### src/rtl/dfc_receiver.sv
`default_nettype none
// ============================================================================
// Module   : dfc_receiver
// Function : delayed-flow-control link terminator with skid FIFO, srdy/drdy out.
//            Optional sticky overflow flag enabled by DFC_RECEIVER_OVFL_EN.
// Revision : 1.0
// ============================================================================
module dfc_receiver #(
  parameter int WIDTH = 8,
  parameter int DEPTH = 8,
  parameter int DELAY = 2
) (
  input  logic             clk,
  input  logic             reset,
  input  logic             c_vld,
  output logic             c_fc_n,
  input  logic [WIDTH-1:0] c_data,
  output logic             p_srdy,
  input  logic             p_drdy,
  output logic [WIDTH-1:0] p_data
`ifdef DFC_RECEIVER_OVFL_EN
  ,
  output logic             ovfl
`endif
);

  localparam int PTR_W = (DEPTH > 1) ? $clog2(DEPTH) : 1;
  localparam int CNT_W = $clog2(DEPTH + 1);
  localparam logic [CNT_W-1:0] DEPTH_C = CNT_W'(DEPTH);
  localparam logic [CNT_W-1:0] DELAY_C = CNT_W'(DELAY);
  localparam logic [PTR_W-1:0] LAST_C  = PTR_W'(DEPTH - 1);

  logic [WIDTH-1:0] mem_q [DEPTH];
  logic [PTR_W-1:0] wr_ptr_q, wr_ptr_d;
  logic [PTR_W-1:0] rd_ptr_q, rd_ptr_d;
  logic [CNT_W-1:0] count_q, count_d;
  logic             c_fc_n_q, c_fc_n_d;
  logic             full, push, pop;

  always_comb begin
    full     = (count_q == DEPTH_C);
    pop      = p_srdy & p_drdy;
    // A full FIFO still accepts a word when the head leaves in the same cycle.
    push     = c_vld & (~full | pop);
    wr_ptr_d = wr_ptr_q;
    rd_ptr_d = rd_ptr_q;
    if (push) wr_ptr_d = (wr_ptr_q == LAST_C) ? '0 : wr_ptr_q + 1'b1;
    if (pop)  rd_ptr_d = (rd_ptr_q == LAST_C) ? '0 : rd_ptr_q + 1'b1;
    count_d  = count_q + CNT_W'(push) - CNT_W'(pop);
    // Keep room for every word still in flight once the sender sees the stop.
    c_fc_n_d = ((DEPTH_C - count_d) > DELAY_C);
  end

  always_ff @(posedge clk) begin
    if (!reset) begin
      wr_ptr_q <= '0;
      rd_ptr_q <= '0;
      count_q  <= '0;
      c_fc_n_q <= 1'b0;
    end else begin
      wr_ptr_q <= wr_ptr_d;
      rd_ptr_q <= rd_ptr_d;
      count_q  <= count_d;
      c_fc_n_q <= c_fc_n_d;
    end
  end

  always_ff @(posedge clk) begin
    if (reset && push) mem_q[wr_ptr_q] <= c_data;
  end

  assign p_srdy = (count_q != '0);
  assign p_data = mem_q[rd_ptr_q];
  assign c_fc_n = c_fc_n_q;

`ifdef DFC_RECEIVER_OVFL_EN
  logic ovfl_q, ovfl_d;

  always_comb begin
    ovfl_d = ovfl_q | (c_vld & full & ~pop);
  end

  always_ff @(posedge clk) begin
    if (!reset) ovfl_q <= 1'b0;
    else        ovfl_q <= ovfl_d;
  end

  assign ovfl = ovfl_q;
`endif

endmodule
`default_nettype wire

### config.mk
export PLATFORM = sky130hd
export DESIGN_NAME = dfc_receiver
export DESIGN_NICKNAME = d
export VERILOG_FILES = /design/src/rtl/dfc_receiver.sv
export SDC_FILE = /design/constraint.sdc
export NUM_CORES = 1
export LEC_CHECK = 0
export ABC_AREA = 1
export CORE_UTILIZATION = 43
export CTS_BUF_LIST = sky130_fd_sc_hd__clkbuf_4 sky130_fd_sc_hd__clkbuf_8 sky130_fd_sc_hd__clkbuf_16
export DETAILED_ROUTE_END_ITERATION = 16
export PLACE_DENSITY = 0.68
export SYNTH_ARGS = -nofsm -noshare
export SYNTH_HDL_FRONTEND = slang
export SYNTH_SLANG_ARGS = --single-unit
### constraint.sdc
create_clock -name clk -period 2.55 [get_ports clk]
set_clock_uncertainty 0.05 [all_clocks]
set_input_delay 0.255 -clock clk [delete_from_list [all_inputs] [get_ports clk]]
set_output_delay 0.255 -clock clk [all_outputs]
set_load 0.02 [all_outputs]
==> metrics.md, run 1 <==
| Metric | Value |
|---|---|
| Ant diodes | `0` |
| Top-area cell type share of the netlist area | `0.570` |
| CP max stage cell | `fa_2` |
| Detailed Route WL | `6.47 mm` |
| Register area share after synthesis | `0.653` |
| Initial antenna violation count | `0` |
| Root Buffer | `clkbuf_8` |
| DR WL/cell | `14.1 um` |
| Residual DRC count | `0` |
| CTS tree | `yes` |
| CP most frequent cell | `nand2_1` |
| Synth top cells by count | `edfxtp_1 (64), nor2_1 (62), nand2_1 (47), o21ai_1 (29), o21ai_0 (22)` |
| Inst Count DP | `443` |
| Final #Nets | `379` |
| Die X-Extent | `90.6 um` |
| Worst-path clk slew | `0.08 ns` |
| IO Port Bufs | `21` |
| Share of cells above drive strength 1 | `0.161` |
| Syn_nets | `335` |
| Bufs and invs on worst path | `3` |
| Area Growth Syn to Fin | `18.7%` |
| Syn. warnings | `0` |
| CTS buffer count | `9` |
| Worst slew margin | `0.767` |
| GRT Util Overall | `0.169` |
| VDD IR max | `714 uV` |
| Final Hold Vio Count | `0` |
| Cell taking the most area after synthesis | `edfxtp_1` |
| DR pass1 iterations | `5` |
| Final hold slack | `0.445 ns` |
| Unique masters post-synth | `23` |
| Vias in the first global route | `2213` |
| Synth top area cells | `edfxtp_1 (57%), dfxtp_1 (8.3%), nor2_1 (6.9%)` |
| FF+latch count, synth | `78` |
| H-tree levels | `3` |
| DR vias | `2257` |
| Min Clock Period, post-route | `2.44 ns` |
| CP Launch Type | `register` |
| Total negative slack | `0 ns` |
| Synthesized area | `3370 um^2` |
| Ys flop type | `edfxtp_1` |
| First-pass GRT wire length | `10.5 mm` |
| Worst slew pin tran | `0.350 ns` |
| Initial Utilization | `0.455` |
| Drt via density | `4.92` |
| Count leader, synth | `edfxtp_1` |
| Final core utilization | `0.540` |
| Syn Area/Cell | `10.8 um^2` |
| Leakage | `1.53 nW` |
| Fill count | `631` |
| Rows | `31` |
| MaxCap Viol Count | `0` |
| Area occupied by multi-input gates | `1030 um^2` |
| Period utilisation layout | `0.958` |
| Full die area | `8200 um^2` |
| WP data required | `2.74 ns` |
| DRT iter0 DRCs | `226` |
| Worst-Skew Late Latency | `0.34 ns` |
| DP Wirelength | `4.28 mm` |
| Post-CTS Hold Buffers | `0` |
| Final Wtd Congestion | `0.773` |
| RSZ-0062 raised after global routing | `yes` |
| Reg area | `2210 um^2` |
| Delay-heaviest family, CP | `adder cells` |
| Core ar. | `7410 um^2` |
| Worst min path class | `register to register` |
| Critical path class | `register to register` |
| Final Setup Violations | `0` |
| Io pins | `22` |
| Async set-reset flop share out of synthesis | `0` |
| Die H | `90.6 um` |
| Worst path max stage delay | `0.57 ns` |
| Final Non-Filler Cells | `459` |
| CTS sink count | `78` |
| CP Max Fanout | `4` |
| Cells after Synth | `311` |
| Max Clk Rate | `409 MHz` |
| Slew Viols, Final | `0` |
| Clock tree buffer depth | `2` |
| Antenna Nets Post-Route | `0` |
| Power density over the cells | `993 nW/um^2` |
| GRT overflow | `0` |
| Largest net degree at the start of global routing | `33` |
| Number of flops mapped to enable cells by yosys | `64` |
| Status | `completed` |
| # Post-CTS Setup Buffers | `0` |
| CP endpoint kind | `register` |
| CP cell instances | `inv_2 -> ha_4 -> nand2_4 -> nand2_4 -> nand3_4 -> nand2_2 -> nand2_2 -> nand2_1 -> ha_2 -> fa_2 -> inv_2 -> ha_4 -> nand2_1 -> nand2_1 -> nor2_1 -> nand3_1 -> nand2_1 -> inv_1` |
| Worst Path Arrival | `2.63 ns` |
-- layout make-up --
type | count | share of cell area
Inverter | 23 | 0.0216
Multi-Input combinational cell | 199 | 0.258
Clock inverter | 7 | 0.0103
Sequential cell | 78 | 0.551
Clock buffer | 9 | 0.0309
Timing Repair Buffer | 44 | 0.0975
Tap cell | 99 | 0.0309
-- timing repair --
item / CTS / global route
endpoints found under the setup margin: 1 / 5
gates resized for setup: 1 / 11
pin swaps: 1 / 4
-- through the flow --
step                cell area, um^2  power, W  setup WS, ns
detailed placement             3800   0.00316        -0.180
global placement               3800   0.00311       -0.0824
CTS                            3970   0.00393       0.00419
global route                   4000   0.00429       -0.0351
finish                         4000   0.00398         0.107
floorplan                      3380   0.00265       0.00797
-- worst reg2reg max path, stage by stage, from the launching register on --
cell and delay [ns]:
dfxtp_2 0.34, inv_2 0.04, ha_4 0.15, nand2_4 0.06
nand2_4 0.06, nand3_4 0.07, nand2_2 0.06, nand2_2 0.06
nand2_1 0.05, ha_2 0.18, fa_2 0.57, inv_2 0.07
ha_4 0.22, nand2_1 0.06, nand2_1 0.05, nor2_1 0.08
nand3_1 0.08, nand2_1 0.06, inv_1 0.04
-- cell families after synthesis --
logic type	share of synthesized area
fa+ha+maj	0.0467
compound gates	0.0875
simple gates	0.162
flops	0.653
buf+inv	0.0508
-- registers in the layout (all words and copies together) (netlist names), named ones only --
signal    flops
count_q       4
rd_ptr_q      3
wr_ptr_q      3
mem_q        64
c_fc_n        1
-- path summary, 6_finish.rpt --
check | start | end | slack, ns | cells past startpoint
max | count_q[3] | c_fc_n | 0.11 | 18
min | rd_ptr_q[1] | rd_ptr_q[1] | 0.45 | 2
max reg2reg | count_q[3] | c_fc_n | 0.11 | 18
min reg2reg | rd_ptr_q[1] | rd_ptr_q[1] | 0.45 | 2
-- cell usage in the layout (no fill, tap or decap), drive strengths merged --
cell           instances
o21ai                 51
clkdlybuf4s50         21
inv                   23
nand3b                 1
buf                   23
nor2                  63
a21oi                  6
fa                     1
ha                    11
dfxtp                 14
clkinv                 4
clkinvlp               3
nand3                 13
o211a                  1
clkbuf                 9
edfxtp                64
nand2                 52
-- routing by layer --
metal | up-vias | part of all wire | global-route usage
met5 | - | 0 | 0
met4 | 0 | 0.0048 | 0.0726
met3 | 4 | 0.027 | 0.0370
met2 | 37 | 0.52 | 0.288
met1 | 1074 | 0.45 | 0.207
li1 | 1142 | - | -
-- power breakdown --
group          internal (W)  switching, W  leakage [nW]  total, W
registers           0.00148     0.0000674         0.694   0.00154
clock network      0.000344      0.000421        0.0784  0.000764
logic              0.000714      0.000955         0.753   0.00167
Note: power is estimated with default switching activity, not from simulation.
==> inputs of run 2 (changes only) <==
==> constraint.sdc (replaced) <==
create_clock -name clk -period 2.55 [get_ports clk]
set_clock_uncertainty 0.05 [all_clocks]
set_input_delay 0.3825 -clock clk [delete_from_list [all_inputs] [get_ports clk]]
set_output_delay 0.3825 -clock clk [all_outputs]
set_load 0.02 [all_outputs]
==> metrics.md, run 2 (synthesized netlist as in run 1, its figures left out) <==
| Metric | Value |
|---|---|
| Worst slew margin | `0.748 (-0.0191)` |
| Final hold slack | `0.462 ns (+0.0161 ns)` |
| DR pass1 iterations | `4 (-1)` |
| Leakage | `1.60 nW (+4.8%)` |
| Max Clk Rate | `395 MHz (-3.4%)` |
| Io pins | `22 (unchanged)` |
| First-pass GRT wire length | `10.4 mm (-0.40%)` |
| DP Wirelength | `4.14 mm (-3.2%)` |
| Slew Viols, Final | `0 (unchanged)` |
| P_sw | `0.00145 W (+0.57%)` |
| CP Launch Type | `register` |
| Worst-Skew Late Latency | `0.34 ns (about the same)` |
| WP data required | `2.74 ns (about the same)` |
| Hold Path Sink | `rd_ptr_q[1]` |
| Clock power frac | `0.230 (+0.038)` |
| GRT overflow | `0 (unchanged)` |
| Core ar. | `7410 um^2 (unchanged)` |
| MaxCap Viol Count | `0 (unchanged)` |
| Largest net degree at the start of global routing | `33 (unchanged)` |
| Placed cell area | `3790 um^2 (-0.20%)` |
| Internal power | `0.00275 W (+8.5%)` |
| Period utilisation layout | `0.992 (+0.0338)` |
| Final Non-Filler Cells | `459 (unchanged)` |
| Detailed Route WL | `6.40 mm (-1.1%)` |
| Root Buffer | `clkbuf_8` |
| Hold Path Origin | `rd_ptr_q[1]` |
| Initial antenna violation count | `0 (unchanged)` |
| Power density over the cells | `1030 nW/um^2 (+4.1%)` |
| Status | `completed` |
| Final #Nets | `379 (unchanged)` |
| Worst slew pin tran | `0.378 ns (+0.0286 ns)` |
| GRT Util Overall | `0.167 (-0.00189)` |
| Worst Hold Path Cells | `2 (unchanged)` |
| Min Clock Period, post-route | `2.53 ns (+0.0861 ns)` |
| CP endpoint kind | `register` |
| Antenna Nets Post-Route | `0 (unchanged)` |
| Top reg by flops | `mem_q` |
| DRT iter0 DRCs | `108 (-52%)` |
| Worst Path Arrival | `2.72 ns (+0.09 ns)` |
| Ant diodes | `0 (unchanged)` |
| Residual DRC count | `0 (unchanged)` |
| Area Growth Syn to Fin | `20.5%` |
| Full die area | `8200 um^2 (unchanged)` |
| Die X-Extent | `90.6 um (unchanged)` |
| H-tree levels | `3 (unchanged)` |
| CTS tree | `yes` |
| Worst-case reg-to-reg path depth | `18 (unchanged)` |
| Drt via density | `4.94 (+0.53%)` |
| Total Power | `0.00420 W (+5.6%)` |
| R2r startpoint | `count_q[3]` |
| Final Setup Violations | `0 (unchanged)` |
| Worst min path class | `register to register` |
| CP max stage cell | `fa_1` |
| CP cell instances | `inv_1 -> ha_4 -> nand2_4 -> nand2_4 -> nand3_4 -> nand2_2 -> nand2_2 -> nand2_1 -> ha_2 -> fa_1 -> inv_2 -> ha_4 -> nand2_1 -> nand2_1 -> nor2_1 -> nand3_1 -> nand2_1 -> inv_1` |
| Max reg flops | `64 (unchanged)` |
| Worst-path clk slew | `0.07 ns (about the same)` |
| Final instance area | `4060 um^2 (+1.5%)` |
| CP most frequent cell | `nand2_1` |
| DR WL/cell | `13.9 um (-1.1%)` |
| Die H | `90.6 um (unchanged)` |
| Share of cells above drive strength 1 | `0.150 (-0.0111)` |
| Commonest cells after routing, fill and taps aside | `edfxtp_1 (64), nor2_1 (62), nand2_1 (46), o21ai_1 (29), o21ai_0 (22)` |
| Clock tree buffer depth | `2 (unchanged)` |
| Vias in the first global route | `2169 (-2.0%)` |
| Commonest non-fill, non-tap cell in the layout | `edfxtp_1` |
| Final Wtd Congestion | `0.787 (+1.9%)` |
| Final Hold Vio Count | `0 (unchanged)` |
| RSZ-0062 raised after global routing | `yes` |
| Switch share | `0.345 (-0.0174)` |
| Inst Count DP | `442 (-0.23%)` |
| Rows | `31 (unchanged)` |
| CP Max Fanout | `4 (unchanged)` |
| Critical path class | `register to register` |
| CTS sink count | `78 (unchanged)` |
| VDD IR max | `762 uV (+6.7%)` |
| IO Port Bufs | `21 (unchanged)` |
| Worst path max stage delay | `0.56 ns (about the same)` |
| R2R setup slack | `0.02 ns (-0.09 ns)` |
| Reg-to-reg endpoint | `c_fc_n` |
| Initial Utilization | `0.455 (unchanged)` |
| Combinational group share of total power | `0.405 (-0.015)` |
| CTS buffer count | `9 (unchanged)` |
| Regs by FF count | `mem_q: 64 flops, count_q: 4 flops` |
| DR vias | `2269 (+0.53%)` |
| Reg power frac | `0.365 (-0.023)` |
run 2: cell count changes in the layout (fill, tap and decap cells not counted), sizes merged:
cell | previous run | this run
dlymetal6s2s | 0 | 5
clkinvlp | 3 | 1
clkdlybuf4s50 | 21 | 16
bufinv | 0 | 2
run 2: how the worst max path moves through the flow:
stage,start,endpoint,cells past startpoint
6_report,count_q[3],c_fc_n,18
5_1_grt,count_q[3],c_fc_n,19
4_1_cts,count_q[3],c_fc_n,18
3_5_place_dp,p_drdy,c_fc_n,16
3_3_place_gp,p_drdy,c_fc_n,16
2_1_floorplan,count_q[2],c_fc_n,18
run 2: metal layers:
| layer | vias to the layer above | global-route usage | part of all wire |
|---|---|---|---|
| li1 | 1142 | - | - |
| met1 | 1081 | 0.212 | 0.46 |
| met2 | 40 | 0.280 | 0.49 |
| met3 | 6 | 0.0497 | 0.045 |
| met4 | 0 | 0.0403 | 0.0087 |
| met5 | - | 0 | 0 |
run 2: power groups by stage:
stage	combinational (W)	sequential, W	clock [W]
global route	0.00192	0.00154	0.00103
floorplan	0.00109	0.00156	0
detailed placement	0.00162	0.00156	0
CTS	0.00165	0.00153	0.000982
global placement	0.00157	0.00156	0
finish	0.00170	0.00153	0.000965
run 2: final cells by class:
type	count	area, um^2
clock buffers	9	124
clock inverters	7	88.8
fillers	643	3340
inverters	23	86.3
multi-input cells	199	1030
flip-flops and latches	78	2200
well taps	99	124
repair buffers	44	407
run 2: critical path, delay by kind of cell, from the launching register on:
family | cells | cell delay [ns]
fa+ha+maj | 4 | 1.14
buf+inv | 3 | 0.17
flops | 1 | 0.33
simple gates | 11 | 0.75
run 2: timing repair:
action,CTS,global route
endpoints found under the hold margin,0,0
hold buffers,0,0
setup endpoints to repair,2,9
pin swaps,2,2
buffers inserted,0,1
gates resized for setup,4,11
run 2: through the flow:
step	setup slack [ns]	TNS, ns	util
2_1_floorplan	0.00797	0	-
3_3_place_gp	-0.214	-0.214	0.512
3_5_place_dp	-0.322	-0.322	0.512
4_1_cts	0.0133	0	0.543
5_1_grt	-0.109	-0.109	0.549
6_report	0.0212	0	0.549
==> inputs of run 3 (changes only) <==
--- a/config.mk
+++ b/config.mk
@@ -9,7 +9,7 @@
 export CORE_UTILIZATION = 43
 export CTS_BUF_LIST = sky130_fd_sc_hd__clkbuf_4 sky130_fd_sc_hd__clkbuf_8 sky130_fd_sc_hd__clkbuf_16
 export DETAILED_ROUTE_END_ITERATION = 16
-export PLACE_DENSITY = 0.68
+export PLACE_DENSITY = 0.73
 export SYNTH_ARGS = -nofsm -noshare
 export SYNTH_HDL_FRONTEND = slang
 export SYNTH_SLANG_ARGS = --single-unit
==> metrics.md, run 3 (synthesized netlist as in run 1, its figures left out) <==
| Metric | Value |
|---|---|
| CP Max Fanout | `4 (unchanged)` |
| Status | `completed` |
| DR WL/cell | `14.6 um (+4.6%)` |
| Setup ws final | `0.0810 ns (+0.0597 ns)` |
| Area Growth Syn to Fin | `21.1%` |
| Final instance area | `4090 um^2 (+0.55%)` |
| Min Clock Period, post-route | `2.47 ns (-0.0597 ns)` |
| Initial antenna violation count | `0 (unchanged)` |
| CP cell instances | `inv_2 -> ha_4 -> nand2_4 -> nand2_4 -> nand3_4 -> nand2_4 -> nand2_4 -> nand2_4 -> ha_4 -> fa_1 -> inv_1 -> ha_1 -> nand2_1 -> nand2_1 -> nor2_1 -> nand3_1 -> nand2_1 -> inv_1` |
| Die H | `90.6 um (unchanged)` |
| GRT Util Overall | `0.176 (+0.00864)` |
| GRT overflow | `0 (unchanged)` |
| Die X-Extent | `90.6 um (unchanged)` |
| Drt via density | `5.07 (+2.5%)` |
| CTS buffer count | `9 (unchanged)` |
| Max reg flops | `64 (unchanged)` |
| Pre-CTS WS | `-0.305 ns (+0.0168 ns)` |
| Worst-Skew Late Latency | `0.35 ns (about the same)` |
| Initial Utilization | `0.455 (unchanged)` |
| Worst Path Arrival | `2.67 ns (-0.05 ns)` |
| Worst slew margin | `0.770 (+0.0225)` |
| Fill count | `627 (-2.5%)` |
| Worst path max stage delay | `0.53 ns (-0.03 ns)` |
| Worst min path class | `register to register` |
| Antenna Nets Post-Route | `0 (unchanged)` |
| MaxCap Viol Count | `0 (unchanged)` |
| CP endpoint kind | `register` |
| Share of cells above drive strength 1 | `0.169 (+0.0185)` |
| Detailed Route WL | `6.73 mm (+5.0%)` |
| IO Port Bufs | `21 (unchanged)` |
| Leakage | `1.60 nW (-0.26%)` |
| Period utilisation layout | `0.968 (-0.0234)` |
| First-pass GRT wire length | `10.8 mm (+4.0%)` |
| Commonest non-fill, non-tap cell in the layout | `edfxtp_1` |
| Total Power | `0.00418 W (-0.60%)` |
| Max Clk Rate | `405 MHz (+2.4%)` |
| Critical path class | `register to register` |
| Regs by FF count | `mem_q: 64 flops, count_q: 4 flops` |
| CTS tree | `yes` |
| Vias in the first global route | `2287 (+5.4%)` |
| VDD IR max | `690 uV (-9.4%)` |
| Commonest cells after routing, fill and taps aside | `edfxtp_1 (64), nor2_1 (62), nand2_1 (45), o21ai_1 (29), buf_4 (23)` |
| DRT iter0 DRCs | `98 (-9.3%)` |
| Placed cell area | `3790 um^2 (unchanged)` |
| Residual DRC count | `0 (unchanged)` |
| Largest net degree at the start of global routing | `33 (unchanged)` |
| DR pass1 iterations | `4 (unchanged)` |
| RSZ-0062 raised after global routing | `yes` |
| Final Setup Violations | `0 (unchanged)` |
| CP max stage cell | `fa_1` |
| Top reg by flops | `mem_q` |
| Post-CTS Hold Buffers | `0 (unchanged)` |
| Core ar. | `7410 um^2 (unchanged)` |
| Power density over the cells | `1020 nW/um^2 (-1.1%)` |
| Final #Nets | `381 (+0.53%)` |
| H-tree levels | `3 (unchanged)` |
| Worst-path clk slew | `0.08 ns (about the same)` |
| CP most frequent cell | `nand2_4` |
| Ant diodes | `0 (unchanged)` |
| Rows | `31 (unchanged)` |
| CP Launch Type | `register` |
| DP Wirelength | `4.30 mm (+4.0%)` |
| Clock tree buffer depth | `2 (unchanged)` |
| Io pins | `22 (unchanged)` |
| DR vias | `2335 (+2.9%)` |
| Final hold slack | `0.458 ns (-0.00308 ns)` |
| WP data required | `2.76 ns (+0.02 ns)` |
| Total negative slack | `0 ns (unchanged)` |
| Final Wtd Congestion | `0.778 (-1.1%)` |
| CTS sink count | `78 (unchanged)` |
| Worst slew pin tran | `0.345 ns (-0.0337 ns)` |
| Full die area | `8200 um^2 (unchanged)` |
| Slew Viols, Final | `0 (unchanged)` |
| Root Buffer | `clkbuf_8` |
| Final Hold Vio Count | `0 (unchanged)` |
==> run 3: cell types whose count changed in the layout (fill, tap and decap cells not counted), sizes merged <==
cell / delta
buf: +2
clkinvlp: -1
bufinv: -1
dlymetal6s2s: -3
clkinv: -2
clkdlybuf4s50: +3
inv: +4
==> run 3: worst paths after layout <==
check,endpoint,startpoint,depth (start not counted),slack (ns)
hold / removal,register,rd_ptr_q[1],2,0.46
setup reg to reg,c_fc_n,count_q[3],18,0.08
setup / recovery,c_fc_n,count_q[3],18,0.08
hold reg to reg,register,rd_ptr_q[1],2,0.46
==> run 3: worst max-delay path: cells and delay by family (launching register included) <==
kind / cells / cell delay (ns)
buffers and inverters: 3 / 0.13
flip-flops: 1 / 0.34
adder cells (fa/ha/maj): 4 / 1.11
AND/OR/NAND/NOR: 11 / 0.73
==> run 3: routing by layer <==
| layer | global-route usage | share of wire |
|---|---|---|
| met5 | 0 | 0 |
| met4 | 0.0645 | 0.0077 |
| met3 | 0.0488 | 0.052 |
| met2 | 0.305 | 0.52 |
| met1 | 0.207 | 0.42 |
==> run 3: stage by stage <==
step,instances,utilization
6_report,461,0.552
5_1_grt,461,0.552
2_1_floorplan,311,-
4_1_cts,458,0.540
3_5_place_dp,442,0.512
3_3_place_gp,442,0.512
==> run 3: what timing repair did <==
action / in CTS / in global routing
endpoints found under the hold margin: 0 / 0
buffers inserted: 0 / 3
endpoints found under the setup margin: 4 / 9
resized for setup: 2 / 18
pin swaps: 1 / 7
==> run 3: report_power, final <==
group	internal (W)	leakage, nW	switching, W
logic	0.000728	0.795	0.000957
registers	0.00148	0.695	0.0000708
clock network	0.000466	0.105	0.000477
==> run 3: cell type report <==
type                            count  area [um^2]  area share
Clock buffer                        9          124      0.0303
Clock inverter                      7         78.8      0.0193
Inverter                           23         88.8      0.0217
Multi-Input combinational cell    199         1050       0.257
Sequential cell                    78         2210       0.540
Tap cell                           99          124      0.0303
Timing Repair Buffer               46          414       0.101
